### src/rtl/rotary_paddle_input_pkg.sv
// Shared definitions for the paddle input stage: screen geometry defaults,
// quadrature state encodings and the Gray-step classifier used by the decoder.
package rotary_paddle_input_pkg;

    localparam logic [9:0] NUM_LINES_DEF     = 10'd480;
    localparam logic [9:0] PADDLE_HEIGHT_DEF = 10'd64;

    typedef enum logic [1:0] {
        QUAD_00 = 2'b00,
        QUAD_01 = 2'b01,
        QUAD_11 = 2'b11,
        QUAD_10 = 2'b10
    } quad_state_t;

    typedef enum logic [1:0] {
        STEP_NONE,
        STEP_CW,
        STEP_CCW,
        STEP_INVALID
    } step_kind_t;

    // Clockwise successor in the Gray cycle 00 -> 01 -> 11 -> 10 -> 00.
    function automatic quad_state_t cw_next(input quad_state_t s);
        quad_state_t n;
        case (s)
            QUAD_00: n = QUAD_01;
            QUAD_01: n = QUAD_11;
            QUAD_11: n = QUAD_10;
            QUAD_10: n = QUAD_00;
            default: n = QUAD_00;
        endcase
        return n;
    endfunction

    function automatic step_kind_t classify_step(input quad_state_t from, input quad_state_t to);
        step_kind_t k;
        if (from == to)
            k = STEP_NONE;
        else if (to == cw_next(from))
            k = STEP_CW;
        else if (from == cw_next(to))
            k = STEP_CCW;
        else
            k = STEP_INVALID;
        return k;
    endfunction

endpackage

### src/rtl/rotary_paddle_input_debounce_filter.sv
// One encoder channel: two-flop synchroniser followed by a mismatch counter that
// only lets the stable level follow the pin after DEBOUNCE_CYCLES steady cycles.
module debounce_filter #(
    parameter logic [15:0] DEBOUNCE_CYCLES = 16'd50000
) (
    input  logic Clock,
    input  logic Reset,
    input  logic din,
    output logic dout
);

    logic        sync_1;
    logic        sync_2;
    logic [15:0] count;

    always_ff @(posedge Clock) begin
        if (!Reset) begin
            sync_1 <= 1'b0;
            sync_2 <= 1'b0;
            count  <= 16'd0;
            dout   <= 1'b0;
        end else begin
            sync_1 <= din;
            sync_2 <= sync_1;
            if (sync_2 == dout) begin
                count <= 16'd0;
            end else if (count == DEBOUNCE_CYCLES - 16'd1) begin
                // The mismatch has now lasted DEBOUNCE_CYCLES samples: accept it.
                dout  <= sync_2;
                count <= 16'd0;
            end else begin
                count <= count + 16'd1;
            end
        end
    end

endmodule

### src/rtl/rotary_paddle_input.sv
// Pong paddle input stage: debounced quadrature decoding into detent pulses, a
// saturating per-frame detent accumulator, and a clamped paddle update at vsync fall.
module rotary_paddle_input
    import rotary_paddle_input_pkg::*;
#(
    parameter logic [15:0] DEBOUNCE_CYCLES = 16'd50000,
    parameter logic [9:0]  NUM_LINES       = NUM_LINES_DEF,
    parameter logic [9:0]  PADDLE_HEIGHT   = PADDLE_HEIGHT_DEF,
    parameter logic [9:0]  STEP            = 10'd8,
    parameter logic [9:0]  INIT_POS        = 10'd208
) (
    input  logic       Clock,
    input  logic       Reset,
    input  logic       rota,
    input  logic       rotb,
    input  logic       vsync,
    output logic [9:0] paddle_y,
    output logic       move_up,
    output logic       move_down
);

    logic stable_a;
    logic stable_b;

    debounce_filter #(.DEBOUNCE_CYCLES(DEBOUNCE_CYCLES)) u_debounce_a (
        .Clock (Clock),
        .Reset (Reset),
        .din   (rota),
        .dout  (stable_a)
    );

    debounce_filter #(.DEBOUNCE_CYCLES(DEBOUNCE_CYCLES)) u_debounce_b (
        .Clock (Clock),
        .Reset (Reset),
        .din   (rotb),
        .dout  (stable_b)
    );

    quad_state_t       state;
    quad_state_t       state_next;
    quad_state_t       current;
    step_kind_t        step_kind;
    logic signed [2:0] q;
    logic signed [2:0] q_next;
    logic signed [3:0] q_wide;
    logic              up_next;
    logic              down_next;

    assign current = quad_state_t'({stable_a, stable_b});

    always_ff @(posedge Clock) begin
        if (!Reset) begin
            state     <= QUAD_00;
            q         <= 3'sd0;
            move_up   <= 1'b0;
            move_down <= 1'b0;
        end else begin
            state     <= state_next;
            q         <= q_next;
            move_up   <= up_next;
            move_down <= down_next;
        end
    end

    // q is evaluated one bit wider so that a fourth CW step reads as +4 rather than wrapping.
    always_comb begin
        state_next = current;
        q_next     = q;
        up_next    = 1'b0;
        down_next  = 1'b0;
        q_wide     = {q[2], q};
        step_kind  = classify_step(state, current);
        case (step_kind)
            STEP_CW:  q_wide = q_wide + 4'sd1;
            STEP_CCW: q_wide = q_wide - 4'sd1;
            default:  q_wide = {q[2], q};
        endcase
        if (step_kind == STEP_CW || step_kind == STEP_CCW) begin
            if (current == QUAD_00) begin
                down_next = (q_wide == 4'sd4);
                up_next   = (q_wide == -4'sd4);
                q_next    = 3'sd0;
            end else begin
                q_next = q_wide[2:0];
            end
        end
    end

    logic signed [3:0]  pending;
    logic signed [3:0]  pending_next;
    logic signed [3:0]  detent;
    logic signed [4:0]  pending_sum;
    logic               vsync_prev;
    logic               strobe;
    logic signed [11:0] pending_wide;
    logic signed [11:0] step_wide;
    logic signed [11:0] pos_wide;
    logic signed [11:0] max_wide;
    logic signed [11:0] new_pos;
    logic [9:0]         clamped_pos;

    assign strobe = vsync_prev & ~vsync;

    always_comb begin
        detent = 4'sd0;
        if (move_down)
            detent = 4'sd1;
        else if (move_up)
            detent = -4'sd1;

        pending_sum = {pending[3], pending} + {detent[3], detent};
        if (pending_sum > 5'sd7)
            pending_next = 4'sd7;
        else if (pending_sum < -5'sd8)
            pending_next = -4'sd8;
        else
            pending_next = pending_sum[3:0];

        // A detent landing on the strobe cycle is carried into the next frame.
        if (strobe)
            pending_next = detent;
    end

    always_comb begin
        pending_wide = {{8{pending[3]}}, pending};
        step_wide    = signed'({2'b00, STEP});
        pos_wide     = signed'({2'b00, paddle_y});
        max_wide     = signed'({2'b00, NUM_LINES - PADDLE_HEIGHT});
        new_pos      = pos_wide + pending_wide * step_wide;
        if (new_pos < 12'sd0)
            clamped_pos = 10'd0;
        else if (new_pos > max_wide)
            clamped_pos = max_wide[9:0];
        else
            clamped_pos = new_pos[9:0];
    end

    always_ff @(posedge Clock) begin
        if (!Reset) begin
            paddle_y   <= INIT_POS;
            pending    <= 4'sd0;
            vsync_prev <= 1'b1;
        end else begin
            vsync_prev <= vsync;
            pending    <= pending_next;
            if (strobe)
                paddle_y <= clamped_pos;
        end
    end

endmodule

### config.mk
export PLATFORM = sky130hd
export DESIGN_NAME = rotary_paddle_input
export DESIGN_NICKNAME = d
export VERILOG_FILES = /design/src/rtl/rotary_paddle_input_pkg.sv /design/src/rtl/rotary_paddle_input_debounce_filter.sv /design/src/rtl/rotary_paddle_input.sv
export SDC_FILE = /design/constraint.sdc
export NUM_CORES = 1
export LEC_CHECK = 0
export CAP_MARGIN = 10
export CORE_AREA = 3 3 84 86
export CTS_CLUSTER_DIAMETER = 120
export CTS_CLUSTER_SIZE = 30
export DETAILED_ROUTE_END_ITERATION = 10
export DIE_AREA = 0 0 87 89
export PLACE_DENSITY = 0.67
export SYNTH_ARGS = -nofsm -noshare
export SYNTH_HDL_FRONTEND = slang
export SYNTH_HIERARCHICAL = 1
export SYNTH_SLANG_ARGS = --single-unit
### constraint.sdc
create_clock -name Clock -period 2.8 [get_ports Clock]
set_clock_uncertainty 0.15 [all_clocks]
set_input_delay 0.42 -clock Clock [delete_from_list [all_inputs] [get_ports Clock]]
set_output_delay 0.42 -clock Clock [all_outputs]
set_load 0.02 [all_outputs]
==> metrics.txt <==
total power 0.00194 W; setup TNS 0 ns; Routability Congestion roughly 0.86; setup slack, reg-to-reg 0.19 ns; Max Clk Rate 383 MHz; Hold Path Class reg2reg; initial core utilization 49.4%; via count 2345; max incr delay on CP 0.49 ns; # DRC 0; GR Util All Layers 16.2%; CTS tree built; DRT Pass-1 Iters 4; PwrDens 548 nW/um^2; number of max-cap violations 0; Hold Crit Start u_debounce_b/sync_1$_SDFF_PN0_; Final Critical Period 2.61 ns; routed len/inst 12.5 microns; core area 6350 sq um; CP most frequent cell o21ai_0; worst hold stages 1; slowest stage cell, crit path dfxtp_1; area grow syn2layout 13.2%; Post-CTS Hold Fix Bufs 0; asr flop ratio synth 0%; Post-CTS Setup Inserts 0; count of cell types in the netlist 55; Hold EP u_debounce_b/sync_2$_SDFF_PN0_; fillcell total 565; Iter 0 DRT Violations between 100 and 150; Warnings, synthesis 6; Finish-stage setup viols 0; Slew Limit Fails 0; CP cell instances nor2_1 > o21ai_0 > o31ai_2 > ha_2 > xor2_1 > ha_1 > a21oi_1 > xnor2_1 > o21ai_0 > or3_1 > nor2b_1; Mapped Cells roughly 340; Clock Tree Root clkbuf_8; CTS clk-pin slew, worst paths 0.06 ns; first-pass GRT wire length 9910 microns; net count reported at finish 386; Slew headroom 63.7%; Post-DP HPWL about 4000 microns; FF+latch count, synth 57; Worst EP required approximately 2.9 ns; worst hold margin 0.287 ns; Top Ports 17; Hold Vio Cnt, Final 0; drt total wl 5520 microns; clk buf depth 2; Worst VDD drop roughly 400 uV; Synth Cell Area 3130 sq um; total grt overflow 0; Startpoint Class register; Seq/Total Area, Yosys 36.4%; top_reg_cell synth dfxtp_1; Clock Latency Late Sink 0.33 ns; PortBufs 13; H-tree Lvls 3; worst slack at placement ~0.14 ns; CP Capture Type register; vias in the first global route 2217; Least-Margin Pin Slew approximately 0.54 ns; run status finished clean; routed vias/inst 5.29; register area 1140 sq um; most frequent cells in the layout dfxtp_1 (57), nor2_1 (50), xnor2_1 (28), a21oi_1 (20); fin crit share between 90% and 100%; arrival time worst endpoint ~2.7 ns; Antenna Nets Post-Route 0; most common cell after layout, fill and taps aside dfxtp_1; Die X 87 microns; largest net degree at the start of global routing 17; Pleak 1.26 nW; initial antenna violation count 0; CP Class reg2reg; clock sink count 57; final worst slack 0.188 ns; std cell rows 29; FF-to-FF Start u_debounce_b/dout$_SDFFE_PN0P_; RR Endpoint move_up$_SDFF_PN0_; Die Y 89 microns; total CTS buffers 9; ANT cells 0; Syn Area/Cell roughly 9.1 sq um; die area 7740 sq um; multi-input logic area 1880 sq um; CP max FO 10; FF-to-FF path depth 11; number of synthesized flops with an enable pin 0; share of post-route cells with drive strength above 1 11.7%
## worst max-delay path: cells and delay by family (launching register included)
kind	cells	cell delay, ns
flops	1	0.49
fa+ha+maj	2	0.41
compound gates	4	0.60
xor+xnor	2	0.28
simple gates	3	0.61
## power by group
group	switching, W	internal (W)	total [W]
Sequential	0.0000220	0.000834	0.000857
Clock	0.000298	0.000502	0.000799
Combinational	0.000161	0.000128	0.000289
Total	0.000481	0.00146	0.00194
## area by class of cell
cell class | count | area share [%]
Inverter | 16 | 1.69
Tap cell | 77 | 2.72
Multi-Input combinational cell | 262 | 53.1
Sequential cell | 57 | 32.2
Clock inverter | 2 | 0.988
Clock buffer | 13 | 5.04
Timing Repair Buffer | 16 | 4.30
## registers in the layout, indices dropped and copies added (netlist names)
name	flops
u_debounce_a/count	16
u_debounce_b/count	16
paddle_y	7
pending	4
q	3
state	2
move_down	1
move_up	1
u_debounce_a/dout	1
u_debounce_a/sync_1	1
u_debounce_a/sync_2	1
u_debounce_b/dout	1
u_debounce_b/sync_1	1
u_debounce_b/sync_2	1
vsync_prev	1
## worst max-delay path by stage
| stage | from | to | slack, ns | cells after the start |
|---|---|---|---|---|
| after CTS | u_debounce_b/dout$_SDFFE_PN0P_ | move_up$_SDFF_PN0_ | 0.10 | 10 |
| after floorplan | u_debounce_b/dout$_SDFFE_PN0P_ | move_up$_SDFF_PN0_ | 0.39 | 11 |
| after global placement | u_debounce_b/dout$_SDFFE_PN0P_ | move_up$_SDFF_PN0_ | 0.25 | 11 |
| after detailed placement | u_debounce_b/dout$_SDFFE_PN0P_ | move_up$_SDFF_PN0_ | 0.14 | 10 |
| final | u_debounce_b/dout$_SDFFE_PN0P_ | move_up$_SDFF_PN0_ | 0.19 | 11 |
| after global routing | u_debounce_b/dout$_SDFFE_PN0P_ | move_up$_SDFF_PN0_ | -0.005 | 11 |
## synth_stat cells (7+ instances only)
| library cell | instances | area [sq um] |
|---|---|---|
| a21oi_1 | 20 | 100 |
| and2_1 | 7 | 43.8 |
| dfxtp_1 | 57 | 1140 |
| ha_1 | 17 | 213 |
| inv_1 | 16 | 60.1 |
| nand2_1 | 7 | 26.3 |
| nand3_1 | 10 | 50.1 |
| nor2_1 | 50 | 188 |
| nor3_1 | 14 | 70.1 |
| o21ai_0 | 8 | 40.0 |
| xnor2_1 | 28 | 245 |
| xor2_1 | 11 | 96.3 |
## cells by family after synthesis
logic type,Yosys count,synth area share [%]
compound gates,50,10.9
xor+xnor,39,10.9
other cells,1,0.120
buf+inv,26,3.99
simple gates,144,27.4
flops,57,36.4
fa+ha+maj,22,9.02
mux,4,1.32
## metal layers
layer / share of wire [%] / GRT usage [%]
met2: 46 / 26.2
met3: 2.9 / 6.08
met4: 1.1 / 4.67
met5: 0 / 0
met1: 50 / 20.1
## through the flow
stage          util [%]  area, sq um  std cells
2_1_floorplan         -         3140        345
3_5_place_dp       52.4         3330        428
4_1_cts            55.7         3540        443
5_1_grt            55.9         3550        443
6_report           55.9         3550        443
3_3_place_gp       52.4         3330        428
## repair_timing
action / 4_1_cts / 5_1_grt
endpoints found under the hold margin: 0 / 0
gates resized for setup: 0 / 2
setup endpoints to repair: 0 / 2
(Power assumes the default switching activity.)
